==> config.mk <==
export PLATFORM = sky130hd
export DESIGN_NAME = uart_tx_port
export DESIGN_NICKNAME = d
export VERILOG_FILES = /design/src/rtl/uart_pkg.sv /design/src/rtl/tx_fifo.sv /design/src/rtl/uart_tx_port.sv
export SDC_FILE = /design/constraint.sdc
export NUM_CORES = 1
export LEC_CHECK = 0
export BUFFER_PORTS_ARGS = -buffer_cell sky130_fd_sc_hd__buf_2
export CAP_MARGIN = 25
export CELL_PAD_IN_SITES_DETAIL_PLACEMENT = 0
export CELL_PAD_IN_SITES_GLOBAL_PLACEMENT = 1
export CORE_AREA = 2 2 94 96
export DETAILED_ROUTE_END_ITERATION = 16
export DIE_AREA = 0 0 96 98
export MAX_ROUTING_LAYER = met4
export PLACE_DENSITY_LB_ADDON = 0.2
export SETUP_SLACK_MARGIN = 0.02
export SLEW_MARGIN = 5
export SYNTH_ARGS = -nofsm -noshare
export SYNTH_HDL_FRONTEND = slang
export SYNTH_SLANG_ARGS = --single-unit
==> constraint.sdc <==
create_clock -name Clock -period 5 [get_ports Clock]
set_input_delay 1 -clock Clock [delete_from_list [all_inputs] [get_ports Clock]]
set_output_delay 1 -clock Clock [all_outputs]
set_load 0.01 [all_outputs]
==> src/rtl/uart_pkg.sv <==
// Shared definitions for the memory-mapped UART transmitter.
// Optional build macro: UART_PARITY_EN (adds an even-parity bit to every frame).
package uart_pkg;

  // Transmit FSM state encoding.
  typedef logic [2:0] uart_state_t;
  localparam uart_state_t ST_IDLE   = 3'd0;
  localparam uart_state_t ST_START  = 3'd1;
  localparam uart_state_t ST_DATA   = 3'd2;
  localparam uart_state_t ST_PARITY = 3'd3;
  localparam uart_state_t ST_STOP   = 3'd4;

  // Register offsets from the base address.
  localparam logic [15:0] UART_DATA_OFS = 16'd0;
  localparam logic [15:0] UART_STAT_OFS = 16'd1;

  // Status word bit positions.
  localparam int STAT_FULL_BIT  = 0;
  localparam int STAT_EMPTY_BIT = 1;
  localparam int STAT_BUSY_BIT  = 2;
  localparam int STAT_OVF_BIT   = 3;
  localparam int STAT_CNT_LSB   = 4;
  localparam int STAT_CNT_MSB   = 8;
  localparam int STAT_PAR_BIT   = 9;

  // Assemble the status word; unused upper bits read as zero.
  function automatic logic [15:0] pack_status(input logic       full,
                                              input logic       empty,
                                              input logic       busy,
                                              input logic       ovf,
                                              input logic [4:0] cnt,
                                              input logic       par);
    logic [15:0] s;
    s = '0;
    s[STAT_FULL_BIT]               = full;
    s[STAT_EMPTY_BIT]              = empty;
    s[STAT_BUSY_BIT]               = busy;
    s[STAT_OVF_BIT]                = ovf;
    s[STAT_CNT_MSB:STAT_CNT_LSB]   = cnt;
    s[STAT_PAR_BIT]                = par;
    return s;
  endfunction

endpackage

==> src/rtl/tx_fifo.sv <==
// Parameterised synchronous FIFO holding bytes waiting for the transmitter.
// Head entry is shown combinationally on dout_o. Pops on an empty FIFO are
// ignored; a push while full is accepted only together with a pop.
module tx_fifo #(
  parameter int DEPTH = 4,
  parameter int W     = 8,
  localparam int PW   = $clog2(DEPTH),
  localparam int CW   = $clog2(DEPTH) + 1
) (
  input  logic          clk_i,
  input  logic          rst_i,
  input  logic          push_i,
  input  logic          pop_i,
  input  logic [W-1:0]  din_i,
  output logic [W-1:0]  dout_o,
  output logic          full_o,
  output logic          empty_o,
  output logic [CW-1:0] count_o
);

  logic [W-1:0]  mem_q [DEPTH];
  logic [PW-1:0] wr_ptr_q, wr_ptr_d;
  logic [PW-1:0] rd_ptr_q, rd_ptr_d;
  logic [CW-1:0] count_q, count_d;
  logic          do_push, do_pop;

  assign full_o  = (count_q == CW'(DEPTH));
  assign empty_o = (count_q == '0);
  assign count_o = count_q;
  assign dout_o  = mem_q[rd_ptr_q];

  assign do_pop  = pop_i & ~empty_o;
  assign do_push = push_i & (~full_o | do_pop);

  // Pointer and occupancy update; pointers wrap because DEPTH is a power of two.
  always_comb begin
    wr_ptr_d = wr_ptr_q;
    rd_ptr_d = rd_ptr_q;
    count_d  = count_q;
    if (do_push) wr_ptr_d = wr_ptr_q + 1'b1;
    if (do_pop)  rd_ptr_d = rd_ptr_q + 1'b1;
    case ({do_push, do_pop})
      2'b10:   count_d = count_q + 1'b1;
      2'b01:   count_d = count_q - 1'b1;
      default: count_d = count_q;
    endcase
  end

  // Control registers, cleared asynchronously.
  always_ff @(posedge clk_i or posedge rst_i) begin
    if (rst_i) begin
      wr_ptr_q <= '0;
      rd_ptr_q <= '0;
      count_q  <= '0;
    end else begin
      wr_ptr_q <= wr_ptr_d;
      rd_ptr_q <= rd_ptr_d;
      count_q  <= count_d;
    end
  end

  // Storage array; contents are don't-care until written.
  always_ff @(posedge clk_i) begin
    if (do_push) mem_q[wr_ptr_q] <= din_i;
  end

endmodule

==> src/rtl/uart_tx_port.sv <==
// Memory-mapped 8N1 UART transmitter: data register at BASE_ADDR, status at
// BASE_ADDR+1. Written bytes queue in tx_fifo and are serialised LSB first.
// Optional build macro: UART_PARITY_EN inserts an even-parity bit before STOP
// and sets status bit 9.
module uart_tx_port
  import uart_pkg::*;
#(
  parameter logic [15:0] BASE_ADDR  = 16'hFF00,
  parameter int          CLK_DIV    = 5208,
  parameter int          FIFO_DEPTH = 4
) (
  input  logic        Clock,
  input  logic        Reset,
  input  logic [15:0] Mem_Addr,
  input  logic        Mem_Write,
  input  logic [15:0] Data_Out,
  output logic        Sel,
  output logic [15:0] Rd_Data,
  output logic        Tx
);

  localparam int BW = $clog2(CLK_DIV);
  localparam int CW = $clog2(FIFO_DEPTH) + 1;
  localparam logic [BW-1:0] BAUD_LAST = BW'(CLK_DIV - 1);
  localparam logic [15:0]   DATA_ADDR = BASE_ADDR + UART_DATA_OFS;
  localparam logic [15:0]   STAT_ADDR = BASE_ADDR + UART_STAT_OFS;

`ifdef UART_PARITY_EN
  localparam logic PAR_PRESENT = 1'b1;
`else
  localparam logic PAR_PRESENT = 1'b0;
`endif

  // Address decode and write strobes.
  logic data_hit, stat_hit, wr_data, wr_stat;
  assign data_hit = (Mem_Addr == DATA_ADDR);
  assign stat_hit = (Mem_Addr == STAT_ADDR);
  assign wr_data  = Mem_Write & data_hit;
  assign wr_stat  = Mem_Write & stat_hit;
  assign Sel      = data_hit | stat_hit;

  // Only the low byte of the write bus is meaningful.
  logic unused_data_hi;
  assign unused_data_hi = ^Data_Out[15:8];

  // FIFO interface.
  logic          fifo_pop, fifo_full, fifo_empty;
  logic [7:0]    fifo_dout;
  logic [CW-1:0] fifo_count;

  tx_fifo #(
    .DEPTH (FIFO_DEPTH),
    .W     (8)
  ) u_fifo (
    .clk_i   (Clock),
    .rst_i   (Reset),
    .push_i  (wr_data),
    .pop_i   (fifo_pop),
    .din_i   (Data_Out[7:0]),
    .dout_o  (fifo_dout),
    .full_o  (fifo_full),
    .empty_o (fifo_empty),
    .count_o (fifo_count)
  );

  // Transmitter state.
  uart_state_t   state_q, state_d;
  logic [BW-1:0] baud_q, baud_d;
  logic [2:0]    bit_q, bit_d;
  logic [7:0]    shift_q, shift_d;
  logic          tx_q, tx_d;
  logic          ovf_q, ovf_d;
  logic          baud_done;
  logic          parity_bit;

  assign baud_done = (baud_q == BAUD_LAST);

`ifdef UART_PARITY_EN
  logic parity_q, parity_d;

  // Even parity of the byte in flight, captured when it is popped.
  always_comb begin
    parity_d = parity_q;
    if (fifo_pop) parity_d = ^fifo_dout;
  end

  // Parity register.
  always_ff @(posedge Clock or posedge Reset) begin
    if (Reset) parity_q <= 1'b0;
    else       parity_q <= parity_d;
  end

  assign parity_bit = parity_q;
`else
  assign parity_bit = 1'b1;
`endif

  // Frame sequencer: baud counter restarts on every state change, and the
  // last STOP cycle pops the next byte so frames run back to back.
  always_comb begin
    state_d  = state_q;
    baud_d   = baud_q;
    bit_d    = bit_q;
    shift_d  = shift_q;
    fifo_pop = 1'b0;
    case (state_q)
      ST_IDLE: begin
        if (!fifo_empty) begin
          fifo_pop = 1'b1;
          shift_d  = fifo_dout;
          state_d  = ST_START;
          baud_d   = '0;
        end
      end
      ST_START: begin
        if (baud_done) begin
          state_d = ST_DATA;
          bit_d   = 3'd0;
          baud_d  = '0;
        end else begin
          baud_d = baud_q + 1'b1;
        end
      end
      ST_DATA: begin
        if (baud_done) begin
          shift_d = {1'b0, shift_q[7:1]};
          baud_d  = '0;
          if (bit_q == 3'd7) begin
`ifdef UART_PARITY_EN
            state_d = ST_PARITY;
`else
            state_d = ST_STOP;
`endif
          end else begin
            bit_d = bit_q + 3'd1;
          end
        end else begin
          baud_d = baud_q + 1'b1;
        end
      end
`ifdef UART_PARITY_EN
      ST_PARITY: begin
        if (baud_done) begin
          state_d = ST_STOP;
          baud_d  = '0;
        end else begin
          baud_d = baud_q + 1'b1;
        end
      end
`endif
      ST_STOP: begin
        if (baud_done) begin
          baud_d = '0;
          if (!fifo_empty) begin
            fifo_pop = 1'b1;
            shift_d  = fifo_dout;
            state_d  = ST_START;
          end else begin
            state_d = ST_IDLE;
          end
        end else begin
          baud_d = baud_q + 1'b1;
        end
      end
      default: begin
        state_d = ST_IDLE;
        baud_d  = '0;
      end
    endcase
  end

  // Line level for the upcoming cycle, registered so Tx is glitch-free.
  always_comb begin
    tx_d = 1'b1;
    case (state_d)
      ST_START:  tx_d = 1'b0;
      ST_DATA:   tx_d = shift_d[0];
      ST_PARITY: tx_d = parity_bit;
      default:   tx_d = 1'b1;
    endcase
  end

  // Sticky overflow: set by a dropped push, cleared by any status write.
  always_comb begin
    ovf_d = ovf_q;
    if (wr_stat)                                  ovf_d = 1'b0;
    else if (wr_data && fifo_full && !fifo_pop)   ovf_d = 1'b1;
  end

  // Transmitter and flag registers; reset forces the line idle immediately.
  always_ff @(posedge Clock or posedge Reset) begin
    if (Reset) begin
      state_q <= ST_IDLE;
      baud_q  <= '0;
      bit_q   <= 3'd0;
      shift_q <= 8'd0;
      tx_q    <= 1'b1;
      ovf_q   <= 1'b0;
    end else begin
      state_q <= state_d;
      baud_q  <= baud_d;
      bit_q   <= bit_d;
      shift_q <= shift_d;
      tx_q    <= tx_d;
      ovf_q   <= ovf_d;
    end
  end

  assign Tx = tx_q;

  // Status read path, combinational from registered state.
  logic [15:0] status;
  assign status  = pack_status(fifo_full, fifo_empty, (state_q != ST_IDLE),
                               ovf_q, 5'(fifo_count), PAR_PRESENT);
  assign Rd_Data = stat_hit ? status : 16'h0000;

endmodule

==> impl_metrics.py, run 1 <==
metrics = {
    "run_status": {
        "outcome": "completed",
    },
    "clocking": {
        "clock_latency_ns": 0.34,
        "postCtsHoldBufs": 0,
        "root_buffer": "clkbuf_8",
        "cts_max_level": 3,
        "clk_path_buf_depth": 2,
        "cts.sinks": 68,
        "post-cts-setup-buffer-count": 0,
        "clkTransAtPathRegs_ns": 0.08,
        "cts-resized-gates": 0,
        "numCtsBuffers": 9,
        "cts_tree": "yes",
    },
    "timing": {
        "worst_slack_ns": 1.276,
        "finalHoldViolCount": 0,
        "holdWs_ns": 0.4723,
        "post-route-min-period_ns": 3.724,
        "setup_viol": 0,
        "maxSlewViolCount": 0,
        "worst_pin_slew_ns": 0.7983,
        "max_slew_margin_pct": 46.58,
        "timing.final.crit_share_pct": 74.49,
        "fmax_mhz": 268.5,
        "fin_setup_tns_ns": 0,
        "rsz0062_at_grt": "no",
        "skew_ns": 0.004996,
    },
    "route": {
        "viasPerCell": 4.998,
        "post_drt_wl_per_cell_um": 14.57,
        "drtIter0Drc": 77,
        "via_count": 2079,
        "drcViolationCount": 0,
        "routed_wl_um": 6063,
        "detail-route-antenna-nets": 0,
        "firstDrtPassIters": 4,
    },
    "synthesis": {
        "synth-xor-area-share_pct": 4.054,
        "synth_cells": 265,
        "synthMuxAreaShare_pct": 7.490,
        "yosys-top-cells-area": "edfxtp_1 30%, dfrtp_1 27%, mux4_2 5.6%",
        "synth-seq-cells": 68,
        "synth_edf_count": 32,
        "ys_types": 46,
        "synth-simple-area-share_pct": 16.91,
        "yosysTopAreaCell": "edfxtp_1",
        "yosysWarnings": 0,
        "yosysSeqAreaShare_pct": 57.49,
        "synth_area_mm2": 0.003241,
        "synth-compound-area-share_pct": 6.409,
        "synthFlopType": "dfrtp_1",
        "synth_fa_ha_area_share_pct": 3.668,
        "synth_top_area_share_pct": 29.65,
        "ys_async_sr_fraction_pct": 52.94,
        "post_synth.cell_area_avg_um2": 12.23,
        "synth_top_family_by_area": "simple AND/OR/NAND/NOR gates",
    },
    "floorplanning": {
        "die_area_mm2": 0.009408,
        "core_area_mm2": 0.008466,
        "start_util_pct": 38.28,
        "io_pins": 53,
        "rows": 34,
        "die_width_um": 96,
        "dieHeight_um": 98,
    },
    "critical_path": {
        "cp_slowest_cell": "or4b_2",
        "path_buf_inv": 2,
        "worst_r2r_endpoint": "u_fifo.count_o[2]$_DFFE_PP0P_",
        "cp-end-kind": "output port",
        "path_cells": "buf_2 > or4b_2 > nor4_2 > nand2_1 > nor2_1 > buf_2",
        "cpMostUsedCell": "buf_2",
        "r2r_cells": 9,
        "crit_required_ns": 4.00,
        "r2r_setup_slack_ns": 1.95,
        "path_max_fanout": 6,
        "crit_family": "simple AND/OR/NAND/NOR gates",
        "setup.worst_path.class": "in -> out",
        "cp_data_arrival_time_ns": 2.72,
        "startpoint_type": "input port",
        "worst_path_largest_cell_delay_ns": 0.67,
        "regToRegStartpoint": "baud_q[8]$_DFFE_PP0P_",
    },
    "global_routing": {
        "grt_pass1_wl_um": 9908,
        "grt_usage_pct": 14.53,
        "antenna_found_initial": 0,
        "grt_pass1_vias": 2013,
        "grt_max_degree": 37,
        "gr-total-overflow": 0,
    },
    "place": {
        "dp_slack_ns": 1.260,
        "io_buffers": 35,
        "dp.final_hpwl_um": 4271,
        "dpl.cell_count": 400,
        "place_area_mm2": 0.003490,
        "place_congestion": 0.7272,
    },
    "power": {
        "power_density_mw_per_mm2": 292.1,
        "p_leak_nw": 1.520,
        "ir_drop_v": 0.0002046,
        "power_mw": 1.080,
    },
    "job": {
        "maxCapViolations": 0,
    },
    "final_layout": {
        "fin_nets": 346,
        "fin_area_mm2": 0.003696,
        "drive_above_1_share_pct": 22.73,
        "layout.cells.non_filler": 416,
        "utilization_pct": 43.66,
        "antenna_cells": 0,
        "nFillCells": 799,
        "syn2layout_area_growth_pct": 14.05,
    },
    "hold_path": {
        "min_path_cells": 2,
        "hold_path_end": "shift_q[5]$_DFFE_PP0P_",
        "min_path_type": "reg -> reg",
        "holdCritStartpoint": "shift_q[5]$_DFFE_PP0P_",
    },
}
==> layout by cell type, fill, tap and decap left out, types with 6 or more instances in the layout <==
master	n
dfrtp_1	35
buf_2	35
edfxtp_1	32
nand2_1	25
nor2_1	25
a21oi_1	13
xor2_1	9
conb_1	9
clkbuf_8	9
o21ai_0	8
mux4_2	8
and2_1	7
inv_1	7
and3_1	7
ha_1	7
xnor2_1	6
==> worst max path at each step <==
stage                       endpoint  cells after the start   startpoint
final                     Rd_Data[0]                      6  Mem_Addr[5]
after global routing      Rd_Data[2]                      6  Mem_Addr[5]
after CTS                 Rd_Data[1]                      6  Mem_Addr[5]
after detailed placement  Rd_Data[1]                      6  Mem_Addr[5]
after global placement    Rd_Data[2]                      6  Mem_Addr[5]
after floorplan           Rd_Data[0]                      4  Mem_Addr[5]
==> metal layers <==
| layer | global-route usage [%] | up-vias | routed length, um |
|---|---|---|---|
| li1 | - | 1021 | - |
| met1 | 17.75 | 1020 | 2790 |
| met2 | 22.65 | 31 | 3027 |
| met3 | 4.398 | 7 | 186 |
| met4 | 5.275 | 0 | 59 |
| met5 | - | - | 0 |
==> worst reg2reg max path, stage by stage (launching register included) <==
cell and delay (ns):
dfrtp_1 0.43, or4b_4 0.56, o31ai_1 0.51, and3_1 0.44, o21a_1 0.23, inv_1 0.06, fa_1 0.38, nor2_1 0.11
a22oi_1 0.08, xnor2_1 0.14
==> cell families after synthesis <==
kind of cell | Yosys count
compound gates | 34
xor+xnor | 15
fa+ha+maj | 9
buf+inv | 24
flops | 68
mux | 14
other cells | 1
simple gates | 100
==> where the power goes <==
| part | leakage, nW | internal [mW] | total [mW] | switching (mW) |
|---|---|---|---|---|
| Clock | 0.0988 | 0.239 | 0.471 | 0.232 |
| Sequential | 0.732 | 0.585 | 0.585 | 0.0000193 |
| Combinational | 0.689 | 0.00831 | 0.0235 | 0.0152 |
| Total | 1.52 | 0.832 | 1.08 | 0.247 |
==> state kept, by name, summed over array words and instances, names as in the netlist <==
register,cells
bit_q,3
baud_q,13
u_fifo.mem_q,32
Tx,1
ovf_q,1
state_q,3
shift_q,8
u_fifo.count_o,3
u_fifo.rd_ptr_q,2
u_fifo.wr_ptr_q,2
==> area by class of cell <==
type                       instances  area, um^2  area share [%]
clock buffer                       9       123.9           3.351
clock inverter                     7       82.58           2.234
inverter                           7       26.28          0.7109
multi-input combinational        181        1282           34.70
sequential                        68        1863           50.41
tap                              108       135.1           3.656
timing repair buffer              36       182.7           4.942
==> Yosys cell counts, drive strengths merged, types with 6 or more instances <==
cell	count
dfrtp	35
edfxtp	32
nand2	25
nor2	25
a21oi	13
buf	12
xor2	9
mux4	8
o21ai	8
and2	7
and3	7
ha	7
inv	7
nor3	7
xnor2	6
(Power assumes the default switching activity.)
==> run 2, diff against run 1 <==
==> constraint.sdc (replaced) <==
create_clock -name Clock -period 3.2 [get_ports Clock]
set_input_delay 0.64 -clock Clock [delete_from_list [all_inputs] [get_ports Clock]]
set_output_delay 0.64 -clock Clock [all_outputs]
set_load 0.01 [all_outputs]
==> impl_metrics.py, run 2 (synthesis gave the netlist of run 1 again) <==
metrics = {
    "route": {
        "via_count": 2126,
        "drtIter0Drc": 72,
        "firstDrtPassIters": 4,
        "viasPerCell": 4.979,
        "drcViolationCount": 0,
        "detail-route-antenna-nets": 0,
        "routed_wl_um": 6143,
        "post_drt_wl_per_cell_um": 14.39,
    },
    "timing": {
        "skew_ns": 0.008175,
        "rsz0062_at_grt": "no",
        "fin_setup_tns_ns": 0,
        "finalHoldViolCount": 0,
        "timing.final.crit_share_pct": 90.49,
        "fmax_mhz": 345.4,
        "post-route-min-period_ns": 2.896,
        "setup_viol": 0,
        "maxSlewViolCount": 0,
    },
    "run_status": {
        "outcome": "completed",
    },
    "clocking": {
        "clkTransAtPathRegs_ns": 0.08,
        "cts.sinks": 68,
        "numCtsBuffers": 9,
        "cts_max_level": 3,
        "cts_tree": "yes",
        "root_buffer": "clkbuf_8",
        "clk_path_buf_depth": 2,
        "clock_latency_ns": 0.34,
    },
    "place": {
        "io_buffers": 35,
        "place_congestion": 0.7762,
        "dp.final_hpwl_um": 4296,
        "place_area_mm2": 0.003572,
    },
    "final_layout": {
        "regMostFlops": "u_fifo.mem_q",
        "drive_above_1_share_pct": 25.39,
        "fin_nets": 357,
        "antenna_cells": 0,
        "fin_area_mm2": 0.003786,
        "largest_reg_flops": 32,
        "final_cell_mix": "35 x dfrtp_1, 35 x buf_2, 32 x edfxtp_1, 25 x nand2_1, 25 x nor2_1",
        "reg_top3": "u_fifo.mem_q (32), baud_q (13), shift_q (8)",
        "nFillCells": 782,
        "syn2layout_area_growth_pct": 16.83,
    },
    "critical_path": {
        "r2r_setup_slack_ns": 0.57,
        "worst_r2r_endpoint": "u_fifo.count_o[2]$_DFFE_PP0P_",
        "path_max_fanout": 6,
        "regToRegStartpoint": "baud_q[8]$_DFFE_PP0P_",
        "setup.worst_path.class": "in -> out",
        "cp_data_arrival_time_ns": 2.26,
        "startpoint_type": "input port",
        "r2r_cells": 8,
        "crit_required_ns": 2.56,
        "cp-end-kind": "output port",
    },
    "floorplanning": {
        "rows": 34,
        "die_area_mm2": 0.009408,
        "dieHeight_um": 98,
        "io_pins": 53,
        "core_area_mm2": 0.008466,
        "die_width_um": 96,
        "start_util_pct": 38.28,
    },
    "global_routing": {
        "gr-total-overflow": 0,
        "grt_usage_pct": 15.17,
        "grt_pass1_vias": 2179,
        "antenna_found_initial": 0,
        "grt_max_degree": 37,
        "grt_pass1_wl_um": 10510,
    },
    "hold_path": {
        "min_path_type": "in -> async",
    },
    "power": {
        "p_leak_nw": 1.592,
        "ir_drop_v": 0.0002675,
        "power_mw": 1.680,
        "power_density_mw_per_mm2": 443.7,
    },
    "job": {
        "maxCapViolations": 0,
    },
}
==> run 2: cell count changes in the layout (fill, tap and decap cells not counted) <==
cell        before  now
nor4_4           0    1
nor4_2           1    0
inv_8            1    0
clkinv_4         0    1
clkinvlp_4       2    1
inv_6            3    4
buf_4            1   12
==> run 2: through the flow <==
stage                     utilization, %  worst slack, ns  hold WS, ns  std cells
after floorplan                        -           0.2850       0.4391        273
after global placement             42.20           0.1876       0.4517        411
after detailed placement           42.20           0.1294       0.4628        411
after CTS                          44.62           0.1542       0.3961        427
after global routing               44.72           0.1702       0.4187        427
final                              44.72           0.3044       0.3830        427
==> run 2: report_power, final <==
part           leakage, nW  total [mW]  internal, mW  switching, mW
Clock                0.101       0.729         0.372          0.357
Sequential           0.732       0.915         0.915      0.0000298
Combinational        0.758      0.0363        0.0130         0.0233
Total                 1.59        1.68          1.30          0.380
==> run 2: layout make-up <==
| cell class | instances | area, um^2 | area share (%) |
|---|---|---|---|
| tap | 108 | 135.1 | 3.569 |
| clock inverter | 7 | 81.33 | 2.148 |
| inverter | 7 | 26.28 | 0.6940 |
| timing repair buffer | 47 | 265.3 | 7.006 |
| sequential | 68 | 1863 | 49.21 |
| multi-input combinational | 181 | 1291 | 34.10 |
| clock buffer | 9 | 123.9 | 3.272 |
==> run 2: what timing repair did <==
item,4_1_cts,5_1_grt
setup buffers,0,0
hold buffers,0,0
gates resized for setup,0,1
setup endpoints to repair,0,5
endpoints found under the hold margin,0,0
==> run 2: worst max-delay path, stage by stage <==
cell and delay (ns):
buf_2 0.09, or4b_2 0.70, nor4_4 0.40, nand2_1 0.18
nor2_1 0.11, buf_2 0.13
==> run 2: per-layer routing <==
metal  part of all wire (%)  wire, um  GRT usage [%]  up-vias
li1                       -         -              -     1043
met1                     46      2837          18.88     1046
met2                     50      3046          23.72       29
met3                    3.1       191          4.630        8
met4                    1.1        68          4.615        0
met5                      0         0              -        -
==> run 2: worst max path at each step <==
| stage | startpoint | end | depth (start not counted) |
|---|---|---|---|
| after floorplan | Mem_Addr[5] | u_fifo.mem_q[0][0]$_DFFE_PP_ | 5 |
| after CTS | Mem_Addr[5] | Rd_Data[4] | 6 |
| after detailed placement | Mem_Addr[5] | u_fifo.count_o[2]$_DFFE_PP0P_ | 10 |
| after global placement | Mem_Addr[5] | u_fifo.count_o[2]$_DFFE_PP0P_ | 10 |
| after global routing | Mem_Addr[5] | Rd_Data[1] | 6 |
| final | Mem_Addr[5] | Rd_Data[5] | 6 |
